===== src/rtl/src_arbiter.sv =====
// src_arbiter: 8-source round-robin arbiter driving the select of an 8:1
// 16-bit mux. A grant lasts up to HOLD_MAX beats, or ends early when the
// owner drops its request. On release the next winner is granted in the
// same cycle, so there is no idle bubble.
//
// Optional feature: define SRC_ARBITER_PRIO0_EN to give source 0 absolute
// priority. A grant to source 0 then leaves the round-robin pointer untouched.
//
// Handshake: valid is high exactly while BUSY. A beat transfers on a cycle
// with valid && ready. sel and grant stay stable from the rise of valid until
// the final transfer of the grant. last is combinational and marks the beat
// that ends the grant.
module src_arbiter #(
  parameter int HOLD_MAX = 4
) (
  input  logic       clk,
  input  logic       rst,
  input  logic [7:0] req,
  input  logic       ready,
  output logic [2:0] sel,
  output logic [7:0] grant,
  output logic       valid,
  output logic       last,
  output logic [0:0] o_dbg_state,
  output logic [2:0] o_dbg_ptr,
  output logic [2:0] o_dbg_beat
);

  localparam logic [0:0] ST_IDLE   = 1'b0;
  localparam logic [0:0] ST_BUSY   = 1'b1;
  localparam logic [2:0] LAST_BEAT = 3'(HOLD_MAX - 1);

  logic [0:0] r_state;
  logic [2:0] r_sel;
  logic [7:0] r_grant;
  logic [2:0] r_ptr;
  logic [2:0] r_beat;

  logic [2:0] w_win;
  logic       w_found;
  logic       w_any;
  logic       w_valid;
  logic       w_last;
  logic       w_xfer;
  logic [2:0] w_next_ptr;

  // Round-robin search starting one above the pointer. The last-granted index
  // is visited last, so it only wins again when nothing else is requesting.
  always_comb begin
    w_win   = r_ptr;
    w_found = 1'b0;
    for (int i = 1; i <= 8; i++) begin
      logic [2:0] v_idx;
      v_idx = r_ptr + 3'(i);
      if (!w_found && req[v_idx]) begin
        w_win   = v_idx;
        w_found = 1'b1;
      end
    end
`ifdef SRC_ARBITER_PRIO0_EN
    if (req[0]) begin
      w_win = 3'd0;
    end
`endif
  end

  // Pointer update on grant; a priority grant to source 0 leaves it unchanged.
  always_comb begin
`ifdef SRC_ARBITER_PRIO0_EN
    w_next_ptr = (w_win == 3'd0) ? r_ptr : w_win;
`else
    w_next_ptr = w_win;
`endif
  end

  // Handshake and release conditions.
  always_comb begin
    w_any   = |req;
    w_valid = (r_state == ST_BUSY);
    w_last  = w_valid && ((r_beat == LAST_BEAT) || !req[r_sel]);
    w_xfer  = w_valid && ready;
  end

  // Grant FSM: IDLE waits for any request; BUSY counts beats until release.
  always_ff @(posedge clk) begin
    if (rst) begin
      r_state <= ST_IDLE;
      r_sel   <= 3'd0;
      r_grant <= 8'h00;
      r_ptr   <= 3'd7;
      r_beat  <= 3'd0;
    end else begin
      case (r_state)
        ST_IDLE: begin
          if (w_any) begin
            r_state <= ST_BUSY;
            r_sel   <= w_win;
            r_grant <= 8'b1 << w_win;
            r_ptr   <= w_next_ptr;
            r_beat  <= 3'd0;
          end
        end
        default: begin
          if (w_xfer) begin
            if (!w_last) begin
              r_beat <= r_beat + 3'd1;
            end else if (w_any) begin
              r_state <= ST_BUSY;
              r_sel   <= w_win;
              r_grant <= 8'b1 << w_win;
              r_ptr   <= w_next_ptr;
              r_beat  <= 3'd0;
            end else begin
              r_state <= ST_IDLE;
              r_grant <= 8'h00;
            end
          end
        end
      endcase
    end
  end

  assign sel         = r_sel;
  assign grant       = r_grant;
  assign valid       = w_valid;
  assign last        = w_last;
  assign o_dbg_state = r_state;
  assign o_dbg_ptr   = r_ptr;
  assign o_dbg_beat  = r_beat;

endmodule

===== config.mk =====
export PLATFORM = sky130hd
export DESIGN_NAME = src_arbiter
export DESIGN_NICKNAME = d
export VERILOG_FILES = /design/src/rtl/src_arbiter.sv
export SDC_FILE = /design/constraint.sdc
export NUM_CORES = 1
export LEC_CHECK = 0
export ABC_AREA = 1
export BUFFER_PORTS_ARGS = -buffer_cell sky130_fd_sc_hd__buf_2
export CORE_ASPECT_RATIO = 1.25
export CORE_MARGIN = 1
export CORE_UTILIZATION = 40
export DETAILED_ROUTE_END_ITERATION = 8
export PLACE_DENSITY_LB_ADDON = 0.3
export SLEW_MARGIN = 10
export SYNTH_ARGS = -nofsm -noshare
export SYNTH_HDL_FRONTEND = slang
export SYNTH_SLANG_ARGS = --single-unit

===== constraint.sdc =====
create_clock -name clk -period 6.55 [get_ports clk]
set_input_delay 0.9825 -clock clk [delete_from_list [all_inputs] [get_ports clk]]
set_output_delay 0.9825 -clock clk [all_outputs]
set_load 0.01 [all_outputs]

==> results.json <==
{
  "cts_max_level": 1,
  "finalWorstSetupSlack_ps": 3540,
  "cp-start-kind": "register",
  "syn_area_um2": 1600,
  "die_area_um2": 4260,
  "diodes": 0,
  "timing.final.crit_share_pct": 46.0,
  "max_freq_mhz": 332,
  "path_max_fanout": 15,
  "rsz0062_at_grt": "no",
  "internal_power_mw": 0.460,
  "clock-sinks": 18,
  "worstReg2RegStart": "o_dbg_ptr[0]",
  "postSynthAreaPerCell_um2": 5.94,
  "cts_tree": "built",
  "netlist.area_leader.share_pct": 22.5,
  "path_delay_family": "simple AND/OR/NAND/NOR gates",
  "drt-pass1-iter-count": 4,
  "fin_worst_skew_ps": 2.88,
  "cp.required_ps": 6750,
  "cpPeakStageDelay_ps": 650,
  "grt_pass1_wl_mm": 6.98,
  "cp-startpoint": "o_dbg_ptr[0]",
  "p_leak_nw": 0.997,
  "drt_iter0_markers": 59,
  "place_ws_ps": 3620,
  "vias": 1781,
  "ant_nets": 0,
  "cp_data_arrival_time_ps": 3210,
  "path_clk_slew_ps": 70,
  "tns_ps": 0,
  "slew_violations": 0,
  "tightest_slew_ps": 524,
  "swShare_pct": 57.9,
  "io_buffers": 30,
  "grtUsageTotal_pct": 20.8,
  "final_area_um2": 1830,
  "netlist_top_cells_area": "dfxtp_1 (23%), nand2_1 (17%), nand3_1 (13%), inv_1 (9.2%), nor2_1 (6.8%)",
  "place.detailed.hpwl_mm": 3.35,
  "period_minus_slack_ps": 3010,
  "path_class": "reg -> reg",
  "vias_per_cell": 5.07,
  "syn_nets": 284,
  "p_clk_share_pct": 8.3,
  "clk_latency_ps": 250,
  "core_area_um2": 3820,
  "die_x_um": 58.6,
  "area_delta_synth_final_pct": 14.2,
  "grt_max_degree": 16,
  "seqPwrFrac_pct": 16.6,
  "place_area_um2": 1770,
  "ys_seq_area_share_pct": 22.5,
  "cts_buffers": 3,
  "cts_resized": 0,
  "synthCells": 269,
  "cp_slowest_cell": "dfxtp_1",
  "report.final.hold_viol_count": 0,
  "num_rows": 25,
  "ios": 31,
  "place_congestion": 0.874,
  "clockBufferDepth": 2,
  "wl_per_cell_um": 11.4,
  "crit_chain": "inv_2 > ha_1 > inv_1 > nand3_1 > nand3_2 > nand2_4 > nor2_8 > nand4_2 > nor2_2 > nand3_1 > nand2_1 > nand3_1 > nor2_1 > nor2_1 > nor2_1",
  "wirelength_mm": 4.01,
  "synth_top_area_cell": "dfxtp_1",
  "ys.warnings.count": 0,
  "die_y_um": 72.7,
  "ys_seq_elements": 18,
  "grt_pass1_vias": 1670,
  "drc_errors": 0,
  "ir_drop_mv": 0.281,
  "antenna_found_initial": 0,
  "cts-root-buf": "clkbuf_8",
  "cap_viol_max_count": 0,
  "cts_setup_buffers": 0,
  "slew-limit-headroom_pct": 65.0,
  "drive_above_1_share_pct": 18.9,
  "crit_path_end_kind": "register",
  "hold_buffers": 0,
  "status": "finished, final reports clean",
  "start_util_pct": 41.9,
  "finalSetupViolations": 0,
  "yosysUniqueCellTypes": 30,
  "min_from": "grant[5]",
  "grt_overflow_total": 0,
  "p_sw_mw": 0.633,
  "combPwrFrac_pct": 75.2,
  "worstHoldPathType": "reg -> reg",
  "num-nets-final": 313,
  "p_per_area_nw_per_um2": 598,
  "path_buf_inv": 2
}
[final timing paths]
check / endpoint / slack, ps / cells after the start
setup reg to reg: grant[0] / 3540 / 15
setup / recovery: grant[0] / 3540 / 15
hold reg to reg: grant[5] / 460 / 2
hold / removal: grant[5] / 460 / 2
[cells in the final DEF, fill, tap and decap left out, types with 2 or more instances in the layout]
master    synthesis  routed
nand2_1          74      74
nand4_1           4       4
buf_2             0      30
nor2_2            2       2
xor2_1            2       2
inv_1            39      39
nand3_1          41      41
ha_1              4       4
nor2_1           29      29
clkbuf_8          0       4
o21ai_0          12      12
a21oi_1           7       7
nand2_2           8       8
dfxtp_1          18      18
inv_2             2       2
nand4_2           2       2
nand3_2           4       4
o22ai_1           2       2
o211ai_1          3       3
[cell type report]
cell class | instances | area (um^2)
tap | 54 | 67.6
clock buffer | 4 | 55.1
timing repair buffer | 30 | 150
sequential | 18 | 360
multi-input combinational | 204 | 1040
inverter | 41 | 154
fill | 418 | 1990
[cells by family (layout without fill, tap and decap cells)]
family / after synthesis / in the layout / synth area share [%]
AOI/OAI and AO/OA: 27 / 27 / 9.70
xor gates and xnor gates: 3 / 3 / 1.64
adders and majority gates: 4 / 4 / 3.13
buffers and inverters: 47 / 75 / 12.4
DFF: 18 / 18 / 22.5
and+or+nand+nor: 170 / 170 / 50.5
[worst min-delay path, stage by stage (launching register included)]
cell     delay [ps]
dfxtp_1         310
nand2_1          60
a21oi_1          50
[registers in the layout (all words and copies together) (netlist names)]
name         count
o_dbg_ptr        3
sel              3
o_dbg_beat       3
grant            8
o_dbg_state      1
[power by group through the flow]
stage                     Clock, mW  Sequential (mW)  Combinational, mW
final                        0.0903            0.181              0.821
after global routing         0.0972            0.187              0.936
after CTS                    0.0907            0.181              0.822
after detailed placement          0            0.183              0.818
after global placement            0            0.183              0.820
after floorplan                   0            0.179              0.656
[synthesized netlist by cell type (all sizes together)]
master  number
or4          1
o21ai       12
nand3b       1
dfxtp       18
o211ai       3
inv         41
or2          1
buf          6
xor2         2
a21oi        7
a22o         1
o221ai       1
nand2       83
o21bai       1
nand4        6
xnor2        1
nor2        33
o22ai        2
nand3       45
ha           4
[per-layer routing]
layer / GRT usage, % / up-vias / wire length, um
li1: - / 916 / -
met1: 23.5 / 808 / 1650
met3: 2.13 / 10 / 155
met4: 7.94 / 0 / 95
met2: 39.2 / 47 / 2100
met5: 0 / - / 0
[through the flow]
stage / std cells / hold slack, ps / utilization, % / power, mW
after global placement: 347 / 458 / 46.4 / 1.00
after floorplan: 269 / 487 / - / 0.835
final: 351 / 463 / 47.9 / 1.09
after CTS: 351 / 467 / 47.9 / 1.09
after global routing: 351 / 500 / 47.9 / 1.22
after detailed placement: 347 / 456 / 46.4 / 1.00
(Power assumes the default switching activity.)
